<file path="config.mk">
export PLATFORM = sky130hd
export DESIGN_NAME = lcd_nibble_writer
export DESIGN_NICKNAME = d
export VERILOG_FILES = /design/src/rtl/lcd_nibble_writer_pkg.sv /design/src/rtl/lcd_nibble_writer.sv
export SDC_FILE = /design/constraint.sdc
export NUM_CORES = 1
export LEC_CHECK = 0
export CORE_MARGIN = 4
export CORE_UTILIZATION = 30
export CTS_CLUSTER_DIAMETER = 40
export CTS_CLUSTER_SIZE = 14
export DETAILED_ROUTE_END_ITERATION = 10
export DONT_BUFFER_PORTS = 1
export SLEW_MARGIN = 20
export SYNTH_ARGS = -nofsm -noshare
export SYNTH_HDL_FRONTEND = slang
export SYNTH_SLANG_ARGS = --single-unit
</file>
<file path="constraint.sdc">
create_clock -name Clock -period 3.49 [get_ports Clock]
set_input_delay 0.5235 -clock Clock [delete_from_list [all_inputs] [get_ports Clock]]
set_output_delay 0.5235 -clock Clock [all_outputs]
set_load 0.005 [all_outputs]
</file>
<file path="src/rtl/lcd_nibble_writer_pkg.sv">
// Shared definitions for the character-LCD nibble writer: default HD44780
// timing (in 50 MHz clock cycles) and the latched request record.
package lcd_nibble_writer_pkg;

  localparam int LCD_SETUP_CYC  = 2;
  localparam int LCD_E_HIGH_CYC = 12;
  localparam int LCD_HOLD_CYC   = 1;
  localparam int LCD_GAP_CYC    = 50;
  localparam int LCD_WAIT_CYC   = 2000;
  localparam int LCD_CNT_W      = 16;

  // One accepted request, captured on the accept edge and held for the transfer.
  typedef struct packed {
    logic [7:0] data;
    logic       rs;
    logic       nib_only;
  } lcd_req_t;

endpackage

</file>
<file path="src/rtl/lcd_nibble_writer.sv">
// Drives the Spartan-3E 4-bit HD44780 bus (SF_D[11:8], E, RS, RW) for one
// command/character byte per request. A single down-counter times each phase;
// every bus output comes straight from a flop so nothing ripples from inputs.
module lcd_nibble_writer
  import lcd_nibble_writer_pkg::*;
#(
  parameter int SETUP_CYC      = LCD_SETUP_CYC,
  parameter int E_HIGH_CYC     = LCD_E_HIGH_CYC,
  parameter int HOLD_CYC       = LCD_HOLD_CYC,
  parameter int NIBBLE_GAP_CYC = LCD_GAP_CYC,
  parameter int BYTE_WAIT_CYC  = LCD_WAIT_CYC,
  parameter int CNT_W          = LCD_CNT_W
) (
  input  logic       Clock,
  input  logic       Reset,
  input  logic       iValid,
  input  logic [7:0] iData,
  input  logic       iRS,
  input  logic       iNibbleOnly,
  output logic       oReady,
  output logic       oDone,
  output logic       oLCD_E,
  output logic       oLCD_RS,
  output logic       oLCD_RW,
  output logic [3:0] oLCD_Data
);

  localparam logic [3:0] S_IDLE    = 4'd0;
  localparam logic [3:0] S_SETUP_H = 4'd1;
  localparam logic [3:0] S_PULSE_H = 4'd2;
  localparam logic [3:0] S_HOLD_H  = 4'd3;
  localparam logic [3:0] S_GAP     = 4'd4;
  localparam logic [3:0] S_SETUP_L = 4'd5;
  localparam logic [3:0] S_PULSE_L = 4'd6;
  localparam logic [3:0] S_HOLD_L  = 4'd7;
  localparam logic [3:0] S_WAIT    = 4'd8;

  // Counter reload values: a phase of N cycles loads N-1 and leaves at zero.
  localparam logic [CNT_W-1:0] LD_SETUP = CNT_W'(SETUP_CYC - 1);
  localparam logic [CNT_W-1:0] LD_E     = CNT_W'(E_HIGH_CYC - 1);
  localparam logic [CNT_W-1:0] LD_HOLD  = CNT_W'(HOLD_CYC - 1);
  localparam logic [CNT_W-1:0] LD_GAP   = CNT_W'(NIBBLE_GAP_CYC - 1);
  localparam logic [CNT_W-1:0] LD_WAIT  = CNT_W'(BYTE_WAIT_CYC - 1);

  logic [3:0]       state_q, state_d;
  logic [CNT_W-1:0] cnt_q, cnt_d;
  lcd_req_t         req_q, req_d;

  logic             e_d;
  logic             rs_d;
  logic             done_d;
  logic             low_phase;
  logic [3:0]       data_d;

  // RW is tied low: this writer never reads the busy flag back.
  assign oLCD_RW = 1'b0;

  // Next state, phase counter and request latch.
  always_comb begin
    state_d = state_q;
    cnt_d   = cnt_q;
    req_d   = req_q;
    if (state_q == S_IDLE) begin
      if (iValid) begin
        req_d   = '{data: iData, rs: iRS, nib_only: iNibbleOnly};
        state_d = S_SETUP_H;
        cnt_d   = LD_SETUP;
      end
    end else if (cnt_q != '0) begin
      cnt_d = cnt_q - 1'b1;
    end else begin
      case (state_q)
        S_SETUP_H: begin state_d = S_PULSE_H; cnt_d = LD_E;     end
        S_PULSE_H: begin state_d = S_HOLD_H;  cnt_d = LD_HOLD;  end
        S_HOLD_H: begin
          if (req_q.nib_only) begin
            state_d = S_WAIT;
            cnt_d   = LD_WAIT;
          end else begin
            state_d = S_GAP;
            cnt_d   = LD_GAP;
          end
        end
        S_GAP:     begin state_d = S_SETUP_L; cnt_d = LD_SETUP; end
        S_SETUP_L: begin state_d = S_PULSE_L; cnt_d = LD_E;     end
        S_PULSE_L: begin state_d = S_HOLD_L;  cnt_d = LD_HOLD;  end
        S_HOLD_L:  begin state_d = S_WAIT;    cnt_d = LD_WAIT;  end
        default:   begin state_d = S_IDLE;    cnt_d = '0;       end
      endcase
    end
  end

  // Bus values for the coming cycle, derived from the next state so they register cleanly.
  always_comb begin
    e_d       = (state_d == S_PULSE_H) || (state_d == S_PULSE_L);
    low_phase = (state_d == S_SETUP_L) || (state_d == S_PULSE_L) ||
                (state_d == S_HOLD_L)  || ((state_d == S_WAIT) && !req_d.nib_only);
    if (state_d == S_IDLE) begin
      data_d = 4'h0;
      rs_d   = 1'b0;
    end else begin
      data_d = low_phase ? req_d.data[3:0] : req_d.data[7:4];
      rs_d   = req_d.rs;
    end
    done_d = (state_q == S_WAIT) && (cnt_q == '0);
  end

  // Control and output registers; reset aborts any transfer in progress.
  always_ff @(posedge Clock) begin
    if (!Reset) begin
      state_q   <= S_IDLE;
      cnt_q     <= '0;
      req_q     <= '0;
      oReady    <= 1'b1;
      oDone     <= 1'b0;
      oLCD_E    <= 1'b0;
      oLCD_RS   <= 1'b0;
      oLCD_Data <= 4'h0;
    end else begin
      state_q   <= state_d;
      cnt_q     <= cnt_d;
      req_q     <= req_d;
      oReady    <= (state_d == S_IDLE);
      oDone     <= done_d;
      oLCD_E    <= e_d;
      oLCD_RS   <= rs_d;
      oLCD_Data <= data_d;
    end
  end

endmodule

</file>
-- Word level (Yosys, flattened, before mapping)
Index checks and enable logic that the tools add are counted.
- word-level logic and storage cells: 52
- flip-flop bits (word level): 38
- bitwise gates (word level): 1
- $add $sub $neg: 1
- reduce and logical (&&, ||, !) cells: 13
- mux-type cells: 13
- eq/ne operators: 14
- operator list (operator ; number):
    16-bit two-way mux ; 3
    11-bit case mux with 4 select lines ; 1
    4-bit by 3-bit == test with 1-bit output (second input constant) ; 7
    4-bit case mux with 7 select lines ; 1
    10-bit two-way mux ; 2
    4-bit two-way mux ; 5
    16-bit zero test ; 1
    16-bit nonzero test ; 1
    16-bit by 1-bit subtractor with 16-bit output (second input constant) ; 1
    4-bit by 2-bit == test with 1-bit output (second input constant) ; 3
    11-bit two-way mux ; 1
    4-bit == test (second input constant) ; 2
    4-bit zero test ; 2
    4-bit by 1-bit == test with 1-bit output (second input constant) ; 1
    1-bit logical OR ; 4
    2-bit OR reduction ; 2
    1-bit logical AND ; 2
    2-bit inequality test (second input constant) ; 1
    1-bit zero test ; 1
    1-bit inverter ; 1

-- Logic depth before layout (Yosys ltp)
- word-level depth: 9
- depth in mapped cells: 9
- depth with buffers taken out: 8

-- Least setup slack after synthesis
OpenSTA, ideal clock, no wires.
- path kind: reg-to-reg
- start: register cnt_q[0]
- end: register oLCD_Data[0]
- data arrival time: 1893 ps
- stages on the path, launching flop included: 9
- path buffers: 0
- data required time: 3364 ps
- library setup time: 126 ps
- path slack: 1471 ps
- cells stage by stage: dfxtp_1 inv_1 ha_1 or4b_4 nor4b_4 nand3_2 a21oi_2 mux2i_4 mux2i_1
- cells in the longest elaborated chain, start to end: 8
- ends and longest elaborated chain (what ; line ; source):
    from (decl) ; lcd_nibble_writer.sv:46 ; logic [CNT_W-1:0] cnt_q, cnt_d;
    from (signal assigned) ; lcd_nibble_writer.sv:121 ; cnt_q <= cnt_d;
    16-bit nonzero test * ; lcd_nibble_writer.sv:69 ; end else if (cnt_q != '0) begin
    4-bit two-way mux * ; lcd_nibble_writer.sv:69 ;
    4-bit two-way mux * ; lcd_nibble_writer.sv:63 ; if (state_q == S_IDLE) begin
    4-bit by 3-bit == test with 1-bit output ; lcd_nibble_writer.sv:96 ; low_phase = (state_d == S_SETUP_L) || (state_d == S_PULSE_L) ||
    1-bit logical OR (2 in series) ; lcd_nibble_writer.sv:96 ;
    1-bit logical OR ; lcd_nibble_writer.sv:97 ; (state_d == S_HOLD_L) || ((state_d == S_WAIT) && !req_d.nib_only);
    4-bit two-way mux ; lcd_nibble_writer.sv:102 ; data_d = low_phase ? req_d.data[3:0] : req_d.data[7:4];
    to (signal assigned) ; lcd_nibble_writer.sv:127 ; oLCD_Data <= data_d;
    to (decl) ; lcd_nibble_writer.sv:25 ; output logic [3:0] oLCD_Data
Every way passes the cells marked *; elsewhere a longest branch is shown, timed or not.
A chain may end at the register's enable or synchronous reset.

-- Final worst setup path
- start: register state_q[3]
- end: register oLCD_Data[0]
- cells in the longest elaborated chain, start to end: 9
- ends and longest elaborated chain (what ; line ; source):
    from (decl) ; lcd_nibble_writer.sv:45 ; logic [3:0] state_q, state_d;
    from (signal assigned) ; lcd_nibble_writer.sv:120 ; state_q <= state_d;
    4-bit by 3-bit == test with 1-bit output (tied with other cells) ; lcd_nibble_writer.sv:72 ; case (state_q)
    4-bit case mux with 7 select lines ; lcd_nibble_writer.sv:72 ;
    4-bit two-way mux ; lcd_nibble_writer.sv:69 ;
    4-bit two-way mux ; lcd_nibble_writer.sv:63 ;
    4-bit by 3-bit == test with 1-bit output ; lcd_nibble_writer.sv:96 ;
    1-bit logical OR (2 in series) ; lcd_nibble_writer.sv:96 ;
    1-bit logical OR ; lcd_nibble_writer.sv:97 ;
    4-bit two-way mux ; lcd_nibble_writer.sv:102 ;
Parallel ways exist; a longest one is shown, timed or not.

==> results.toml <==
[timing]
tightestPinTransition_ns = 0.815
totalNegativeSetupSlack_ns = 0
max_slew_margin = 0.456
fmax_mhz = 388
rsz0062_at_grt = "no"
slew_viol_final = 0
finClkSkew_ns = 0.00759
setup_viol = 0
hold_viol_final = 0
period_minus_slack_ns = 2.58
period_share = 0.739

[yosys]
synth_area_leaders = "dfxtp_1 39%, a21oi_1 7.4%, nand2_1 6.7%, mux2i_1 4.1%, nor2_1 3.4%"
synth_edf_count = 0
ys_ff_latch = 38
ys_seq_area_frac = 0.385
synthCells = 241
ys.flop_type = "dfxtp_1"
synthesis.area_sq_um = 1970
synth.most_common_cell = "dfxtp_1"
ys_top_cells_by_count = "38 x dfxtp_1, 35 x nand2_1, 29 x a21oi_1"
synthArstFlopShare = 0
yosysTopAreaCellShare = 0.385
synth_fp_nets = 255
avgSynthCellArea_sq_um = 8.19
synth_area_leader_cell = "dfxtp_1"
ys_types = 48
ys.warnings.count = 0

[layout]
fillers = 677
antenna_cells = 0
fin_util = 0.337
syn2layout_area_growth_pct = 9.13
fin_nets = 251
fin_area_sq_um = 2150
drive_above_1_share = 0.105
final_cells = 315

[cts]
insertion_delay_ns = 0.29
cts_sinks = 38
cts_tree = "done"
cts_root_buf = "clkbuf_8"
cts_made_buffers = 5
htree_levels = 2
cts_setup_buffers = 0
clockBufferDepth = 2
cts_resized = 0
postCtsHoldBufs = 0
path_clk_slew_ns = 0.08

[critical_path]
cp_slowest_cell = "and2_1"
end_kind = "flip-flop"
critPathArrivalTime_ns = 2.79
cp.required_ns = 3.70
cpPeakStageDelay_ns = 0.55
criticalPathCategory = "reg2reg"
critPathMaxFanout = 16
cp-start-kind = "flip-flop"
reg2reg_depth = 6
crit_chain = "nor4_4, and2_1, nor3_2, o21ai_2, mux2i_4, mux2i_1"

[power]
total_power_mw = 2.59
power_density_nw_per_um2 = 1200
peakVddDrop_mv = 0.412
leakage_nw = 0.826

[place]
hpwl_um = 3230
place.port_buffers = 0
gp_congestion = 0.910
place_area_sq_um = 2020
place_inst = 307

[grt]
grt_pass1_wl_um = 8180
grt_overflow = 0
antenna_found_initial = 0
grt_pass1_vias = 1680
grt_start_max_net_pins = 25
grtUsageTotal = 0.128

[floorplanning]
die_w_um = 89.1
die_h_um = 89.1
rows = 29
start_util = 0.309
core_area_sq_um = 6390
io_pins = 22
dieArea_sq_um = 7940

[route]
wl_met1_um = 2190
vias = 1690
remaining_drc_errors = 0
route.met2.wl_um = 2150
dr.max_layer_used = "met4"
met3WireLength_um = 255
totalWireLength_um = 4610
ant_nets = 0
viasPerCell = 5.37
avgRoutedWirePerCell_um = 14.6
drt_iter0_drc = 98
firstDrtPassIters = 4

[hold_path]
holdPathStages = 1
hold_path.class = "in2reg"

[run_status]
status = "finished, final reports clean"

[job]
cap_viol_max_count = 0
[cell usage in the layout (no fill, tap or decap), types with 2 or more instances in the layout]
| cell | Yosys | layout |
|---|---|---|
| and2_1 | 3 | 3 |
| nand2_1 | 35 | 35 |
| a31oi_1 | 2 | 2 |
| or4_1 | 3 | 3 |
| a21oi_1 | 29 | 29 |
| o21ai_0 | 12 | 12 |
| nor3_1 | 11 | 11 |
| nor4_4 | 2 | 2 |
| nand3_1 | 2 | 2 |
| nor3_2 | 2 | 2 |
| nor2b_1 | 2 | 2 |
| dfxtp_1 | 38 | 38 |
| nor3b_1 | 3 | 3 |
| nand2b_1 | 6 | 6 |
| bufinv_16 | 0 | 2 |
| or4_4 | 2 | 2 |
| a31o_2 | 2 | 2 |
| inv_1 | 10 | 10 |
| nor4_1 | 5 | 5 |
| a21o_1 | 3 | 3 |
| mux2i_1 | 8 | 8 |
| clkbuf_8 | 0 | 5 |
| or3_1 | 5 | 5 |
| a311oi_1 | 2 | 2 |
| o31ai_1 | 3 | 3 |
| nor2_1 | 18 | 18 |
| o211ai_1 | 2 | 2 |
[path summary, 6_finish.rpt]
kind	startpoint	to	slack [ns]
worst max-delay path	state_q[3]	oLCD_Data[0]	0.91
worst min-delay path	Reset	oReady	0.29
worst max register to register	state_q[3]	oLCD_Data[0]	0.91
worst min register to register	req_q[1]	req_q[1]	0.46
[report_power, final]
group	total [mW]	internal, mW	switching, mW	leakage, nW
registers	0.730	0.560	0.169	0.310
logic	1.41	0.566	0.840	0.447
clock network	0.452	0.287	0.166	0.0683
total	2.59	1.41	1.17	0.826
[flip-flops by register name, summed over array words and instances (netlist names)]
signal and flops:
cnt_q 16, oDone 1, oLCD_Data 4, oLCD_E 1, oLCD_RS 1, oReady 1, req_q 10, state_q 4
[critical path: cells and delay by family (launching register included)]
| family | cells | cell delay [ns] |
|---|---|---|
| simple gates | 3 | 1.20 |
| mux | 2 | 0.59 |
| flops | 1 | 0.50 |
| compound gates | 1 | 0.22 |
[per-stage QoR]
stage	setup slack (ns)	hold WS (ns)
finish	0.909	0.289
floorplan	1.47	0.434
CTS	0.878	0.280
detailed placement	0.908	0.446
global placement	0.942	0.440
global route	0.643	0.274
[kinds of logic (layout without fill, tap and decap cells)]
| logic type | count (synthesis) | in the layout | share of synthesized area |
|---|---|---|---|
| AO/OA/AOI/OAI | 64 | 64 | 0.194 |
| adder cells (fa/ha/maj) | 1 | 1 | 0.00634 |
| buffers and inverters | 21 | 18 | 0.0463 |
| flip-flops | 38 | 38 | 0.385 |
| multiplexers | 9 | 9 | 0.0520 |
| other | 1 | 1 | 0.00190 |
| AND/OR/NAND/NOR | 107 | 107 | 0.314 |
[routing by layer]
layer	track usage	vias up
met2	0.202	35
met4	0.0325	0
met5	0	-
met1	0.171	792
li1	-	860
met3	0.0406	3
[final cells by class]
| cell class | count | area, sq um | area share |
|---|---|---|---|
| clock buffer | 5 | 68.8 | 0.0319 |
| tap | 77 | 96.3 | 0.0447 |
| sequential | 38 | 761 | 0.353 |
| clock inverter | 3 | 68.8 | 0.0319 |
| multi-input combinational | 182 | 1120 | 0.521 |
| inverter | 10 | 37.5 | 0.0174 |
Note: power is estimated with default switching activity, not from simulation.
